$ cat src/rtl/rv64_rf_adder_pkg.sv
// Shared constants and types for the RV64 datapath core (register file + adder).
package rv64_core_pkg;

    localparam int XLEN  = 64;
    localparam int NREGS = 32;
    localparam int AW    = 5;

    typedef logic [XLEN-1:0] xlen_t;
    typedef logic [AW-1:0]   regaddr_t;

    localparam regaddr_t REG_ZERO = '0;

endpackage

$ cat src/rtl/rv64_rf_adder_if.sv
// Register-file read/write ports plus adder operands and sum, bundled for the datapath core.
interface rv64_rf_adder_if;
    import rv64_core_pkg::*;

    regaddr_t raddr1;
    xlen_t    rdata1;
    regaddr_t raddr2;
    xlen_t    rdata2;
    logic     we;
    regaddr_t waddr;
    xlen_t    wdata;
    xlen_t    src1;
    xlen_t    src2;
    xlen_t    result;

    modport master (
        output raddr1, raddr2, we, waddr, wdata, src1, src2,
        input  rdata1, rdata2, result
    );

    modport slave (
        input  raddr1, raddr2, we, waddr, wdata, src1, src2,
        output rdata1, rdata2, result
    );

endinterface

$ cat src/rtl/rv64_add64.sv
// Pure combinational XLEN-bit adder; the carry-out is dropped so signed and unsigned sums share bits.
module rv64_add64
    import rv64_core_pkg::*;
(
    input  xlen_t a,
    input  xlen_t b,
    output xlen_t sum
);

    assign sum = a + b;

endmodule

$ cat src/rtl/rv64_rf_adder.sv
// RV64 datapath core: 31 stored registers (x0 hardwired to zero), two combinational read ports,
// one synchronous write port, and an independent adder. Optional forwarding: RV64_RF_BYPASS_EN.
module rv64_rf_adder
    import rv64_core_pkg::*;
(
    input  logic            clk,
    input  logic            rst,
    rv64_rf_adder_if.slave  bus
);

    xlen_t regs [1:NREGS-1];
    logic  write_ok;
    logic  fwd1;
    logic  fwd2;

    assign write_ok = bus.we && (bus.waddr != REG_ZERO);

    // Reset wins over a coincident write, so the clearing edge always leaves every register at zero.
    always_ff @(posedge clk) begin
        if (rst) begin
            for (int i = 1; i < NREGS; i++) begin
                regs[i] <= '0;
            end
        end else if (write_ok) begin
            regs[bus.waddr] <= bus.wdata;
        end
    end

`ifdef RV64_RF_BYPASS_EN
    assign fwd1 = write_ok && !rst && (bus.raddr1 == bus.waddr);
    assign fwd2 = write_ok && !rst && (bus.raddr2 == bus.waddr);
`else
    assign fwd1 = 1'b0;
    assign fwd2 = 1'b0;
`endif

    always_comb begin
        bus.rdata1 = '0;
        if (bus.raddr1 != REG_ZERO) begin
            bus.rdata1 = fwd1 ? bus.wdata : regs[bus.raddr1];
        end
    end

    always_comb begin
        bus.rdata2 = '0;
        if (bus.raddr2 != REG_ZERO) begin
            bus.rdata2 = fwd2 ? bus.wdata : regs[bus.raddr2];
        end
    end

    rv64_add64 u_add (
        .a   (bus.src1),
        .b   (bus.src2),
        .sum (bus.result)
    );

endmodule

$ cat src/flat_wrapper.sv
// flat-port wrapper written by rule: the top's interface ports become plain ports
module rv64_rf_adder_flat import rv64_core_pkg::*;
  (clk, rst, bus_raddr1, bus_raddr2, bus_we, bus_waddr, bus_wdata, bus_src1, bus_src2, bus_rdata1, bus_rdata2, bus_result);
  rv64_rf_adder_if bus_i ();
  input  logic clk;
  input  logic rst;
  input wire logic [$bits(bus_i.raddr1)-1:0] bus_raddr1;
  input wire logic [$bits(bus_i.raddr2)-1:0] bus_raddr2;
  input wire logic [$bits(bus_i.we)-1:0] bus_we;
  input wire logic [$bits(bus_i.waddr)-1:0] bus_waddr;
  input wire logic [$bits(bus_i.wdata)-1:0] bus_wdata;
  input wire logic [$bits(bus_i.src1)-1:0] bus_src1;
  input wire logic [$bits(bus_i.src2)-1:0] bus_src2;
  output wire logic [$bits(bus_i.rdata1)-1:0] bus_rdata1;
  output wire logic [$bits(bus_i.rdata2)-1:0] bus_rdata2;
  output wire logic [$bits(bus_i.result)-1:0] bus_result;
  assign bus_i.raddr1 = bus_raddr1;
  assign bus_i.raddr2 = bus_raddr2;
  assign bus_i.we = bus_we;
  assign bus_i.waddr = bus_waddr;
  assign bus_i.wdata = bus_wdata;
  assign bus_i.src1 = bus_src1;
  assign bus_i.src2 = bus_src2;
  assign bus_rdata1 = bus_i.rdata1;
  assign bus_rdata2 = bus_i.rdata2;
  assign bus_result = bus_i.result;
  rv64_rf_adder u_core (.clk(clk), .rst(rst), .bus(bus_i));
endmodule
$ cat config.mk
export PLATFORM = sky130hd
export DESIGN_NAME = rv64_rf_adder_flat
export DESIGN_NICKNAME = d
export VERILOG_FILES = /design/src/rtl/rv64_rf_adder_pkg.sv /design/src/rtl/rv64_rf_adder_if.sv /design/src/rtl/rv64_add64.sv /design/src/rtl/rv64_rf_adder.sv /design/src/flat_wrapper.sv
export SDC_FILE = /design/constraint.sdc
export NUM_CORES = 2
export LEC_CHECK = 0
export ABC_AREA = 1
export CELL_PAD_IN_SITES_DETAIL_PLACEMENT = 1
export CELL_PAD_IN_SITES_GLOBAL_PLACEMENT = 1
export CORE_ASPECT_RATIO = 1.1
export CORE_MARGIN = 2
export CORE_UTILIZATION = 47
export DETAILED_ROUTE_END_ITERATION = 7
export PLACE_DENSITY_LB_ADDON = 0.1
export SLEW_MARGIN = 20
export SYNTH_ARGS = -nofsm -noshare
export SYNTH_HDL_FRONTEND = slang
export SYNTH_SLANG_ARGS = --single-unit
$ cat constraint.sdc
create_clock -name clk -period 4.75 [get_ports clk]
set_input_delay 1.1875 -clock clk [delete_from_list [all_inputs] [get_ports clk]]
set_output_delay 1.1875 -clock clk [all_outputs]
set_load 0.02 [all_outputs]
==> key figures <==
Status
  – Status: finished with violations
  – Failing checks: setup timing

Pwr
  – Leakage: 0.05733 µW
  – Worst vdd ir: 0.0003828 V
  – Total power: 48040 µW
  – PwrDens: 346.1 nW/µm²

Route
  – Total wire length: 597100 µm
  – Vias per inst: 6.618
  – Iteration-0 DRC Markers: 17510
  – DRC Markers: 0
  – Final ANT Viol Nets: 0
  – WL/cell: 32.19 µm
  – Drt pass-1 iters: 6
  – Via count: 122800

Timing
  – Final Slew Violations: 0
  – Final min period: 4.817 ns
  – # setup viols final: 11
  – Maximum clock frequency: 207.6 MHz
  – Tcrit/Tclk final: 1.014
  – Final worst slack: -0.06727 ns
  – Relative slew slack: 0.1582
  – Slew @ Worst Pin: 1.263 ns
  – Final Hold Fails: 0
  – RSZ-0062 raised after global routing: true

Setup path
  – Critical path startpoint category: input pin
  – Crit path capture type: output port
  – Worst EP arrival: 3.63 ns
  – Critical path's largest stage delay: 0.37 ns
  – CP dominant cell by count: buf_12
  – Setup CP Type: in -> out
  – Crit path required time: 3.56 ns
  – Crit path cell chain: buf_12 -> buf_12 -> buf_16 -> buf_12 -> buf_12 -> o21ai_0 -> o221ai_1 -> nand3_1 -> nand2_1 -> nor2_1 -> nor2_1 -> buf_4 -> buf_4
  – Worst path slowest cell: o221ai_1
  – Worst-path fanout max: 38

Clock network
  – Root buf cell: clkbuf_16
  – Clock Path Buffers: 4
  – CTS tree: done
  – CTS clk-pin slew, worst paths: 0.06 ns
  – Clock sink count: 2048
  – H-tree lvl count: 4
  – CTS buffer count: 227
  – Hold_buf cts: 0

Logic synthesis
  – Yosys cell types: 38
  – Synth area leader: edfxtp_1
  – Combinational family with the most area after synthesis: simple AND/OR/NAND/NOR gates
  – Post-synthesis cell count: 14660
  – Adder-cell share of the synthesized area: 0.006932
  – Yosys warnings: 0
  – Simple-gate portion of the synthesized area: 0.2650
  – XOR/XNOR share of the synthesized area: 0.002404
  – Syn_area_per_cell: 7.955 µm²
  – Compound-Gate Fraction of Synth Area: 0.1291
  – Register area share after synthesis: 0.5274
  – Yosys top cell area share: 0.5274
  – Mapped Area: 116600 µm²
  – #FFs+latches synth: 2048
  – Multiplexer share of the synthesized area: 0
  – Top post-synthesis cells by area: edfxtp_1 53%, nor2_1 13%, nand2_1 10%

Placed design
  – Placed cells: 18110
  – Placed wire-length estimate: 356300 µm
  – Buffers added on ports: 401
  – Final Wtd Congestion: 0.9357

Global route
  – First-pass GRT wire length: 841100 µm
  – Total GRT Usage: 0.4547
  – Initial antenna violation count: 39
  – Gr ovfl total: 0
  – Vias in the first global route: 126500
  – Largest net degree at the start of global routing: 114

Floorplan
  – Die area: 252100 µm²
  – Total core area: 246400 µm²
  – Die Height: 526.4 µm
  – Ports: 402
  – Die span in x: 478.9 µm
  – Row Count: 191
  – Initial Util: 0.4732

Final layout
  – Post-route core utilization: 0.5633
  – Largest Register: u_core.regs
  – Biggest regs: u_core.regs (2048)
  – Max reg flops: 2048
  – Post-route insts no fill: 18550
  – Most common cell after layout, fill and taps aside: nor2_1
  – Nets: 15360
  – Most frequent cells in the layout: 3902 x nor2_1, 3118 x nand2_1, 2048 x edfxtp_1, 1658 x o21ai_0, 781 x buf_4
  – Area growth syn-to-layout: 19.03%
  – Share of layout cells above drive strength 1: 0.1083

Min path
  – Min-delay worst type: in -> reg

Flow run
  – Max-Cap Viols: 0
## timing repair
item | in CTS | in global routing
buffers inserted | 0 | 8
setup endpoints to repair | 123 | 125
resized for setup | 187 | 223
cloned | 6 | 16
pin swaps | 2 | 10
## cell usage after synthesis (all sizes together)
master / number
nor2: 3928
nand2: 3212
edfxtp: 2048
o21ai: 1684
nand3: 765
o22ai: 674
buf: 657
clkbuf: 645
inv: 487
a21oi: 305
ha: 63
o211ai: 39
o221ai: 36
o31ai: 33
xor2: 31
nor3: 25
nand4: 13
nor4: 3
o21bai: 3
clkinv: 2
and2: 1
conb: 1
fa: 1
xnor2: 1
## area by class of cell
class                      instances  area, µm²
fill                           29090     107600
sequential                      2048      61500
multi-input combinational      10880      48420
timing repair buffer            1436      15890
clock buffer                     282       5908
tap                             3281       4105
inverter                         489       1934
clock inverter                   116      978.4
antenna                           14      35.03
timing repair inverter             1      11.26
## stage by stage
step                hold slack (ns)  instance area, µm²  setup WS (ns)  setup TNS (ns)
floorplan                     1.286              116800         0.7492               0
global placement              1.771              130300        -0.5264          -21.00
detailed placement            1.775              130300        -0.5554          -24.40
CTS                          0.7976              137700      -0.009650        -0.01570
global route                 0.8624              138800       -0.04373         -0.2102
finish                       0.8465              138800       -0.06727         -0.2917
## per-layer routing
layer / wire length, µm / GRT usage / vias up
met5: 180 / 0 / -
met3: 74460 / 0.1103 / 2962
met2: 266500 / 0.7172 / 9554
met4: 56890 / 0.3698 / 28
met1: 199100 / 0.5265 / 60280
li1: - / - / 49930
## critical path: cells and delay by family
kind                   cells  cell delay (ns)
buffers and inverters      7             1.37
AOI/OAI and AO/OA          2             0.48
and+or+nand+nor            4             0.49
## where the power goes
group | total (µW) | internal, µW | switching, µW
Sequential | 21500 | 20900 | 566
Clock | 17300 | 9600 | 7740
Combinational | 9240 | 2990 | 6250
Total | 48000 | 33500 | 14600
## final timing paths
path | startpoint | cells after the start | end
setup / recovery | bus_raddr1[0] | 13 | bus_rdata1[4]
hold / removal | bus_wdata[40] | 1 | u_core.regs[0][40]
## cells by family (layout without fill, tap and decap cells)
group | count (synthesis) | count (layout)
simple gates | 7947 | 7947
compound gates | 2774 | 2774
flops | 2048 | 2048
buf+inv | 1791 | 2324
fa+ha+maj | 64 | 64
xor+xnor | 32 | 32
other cells | 1 | 78
(Power assumes the default switching activity.)
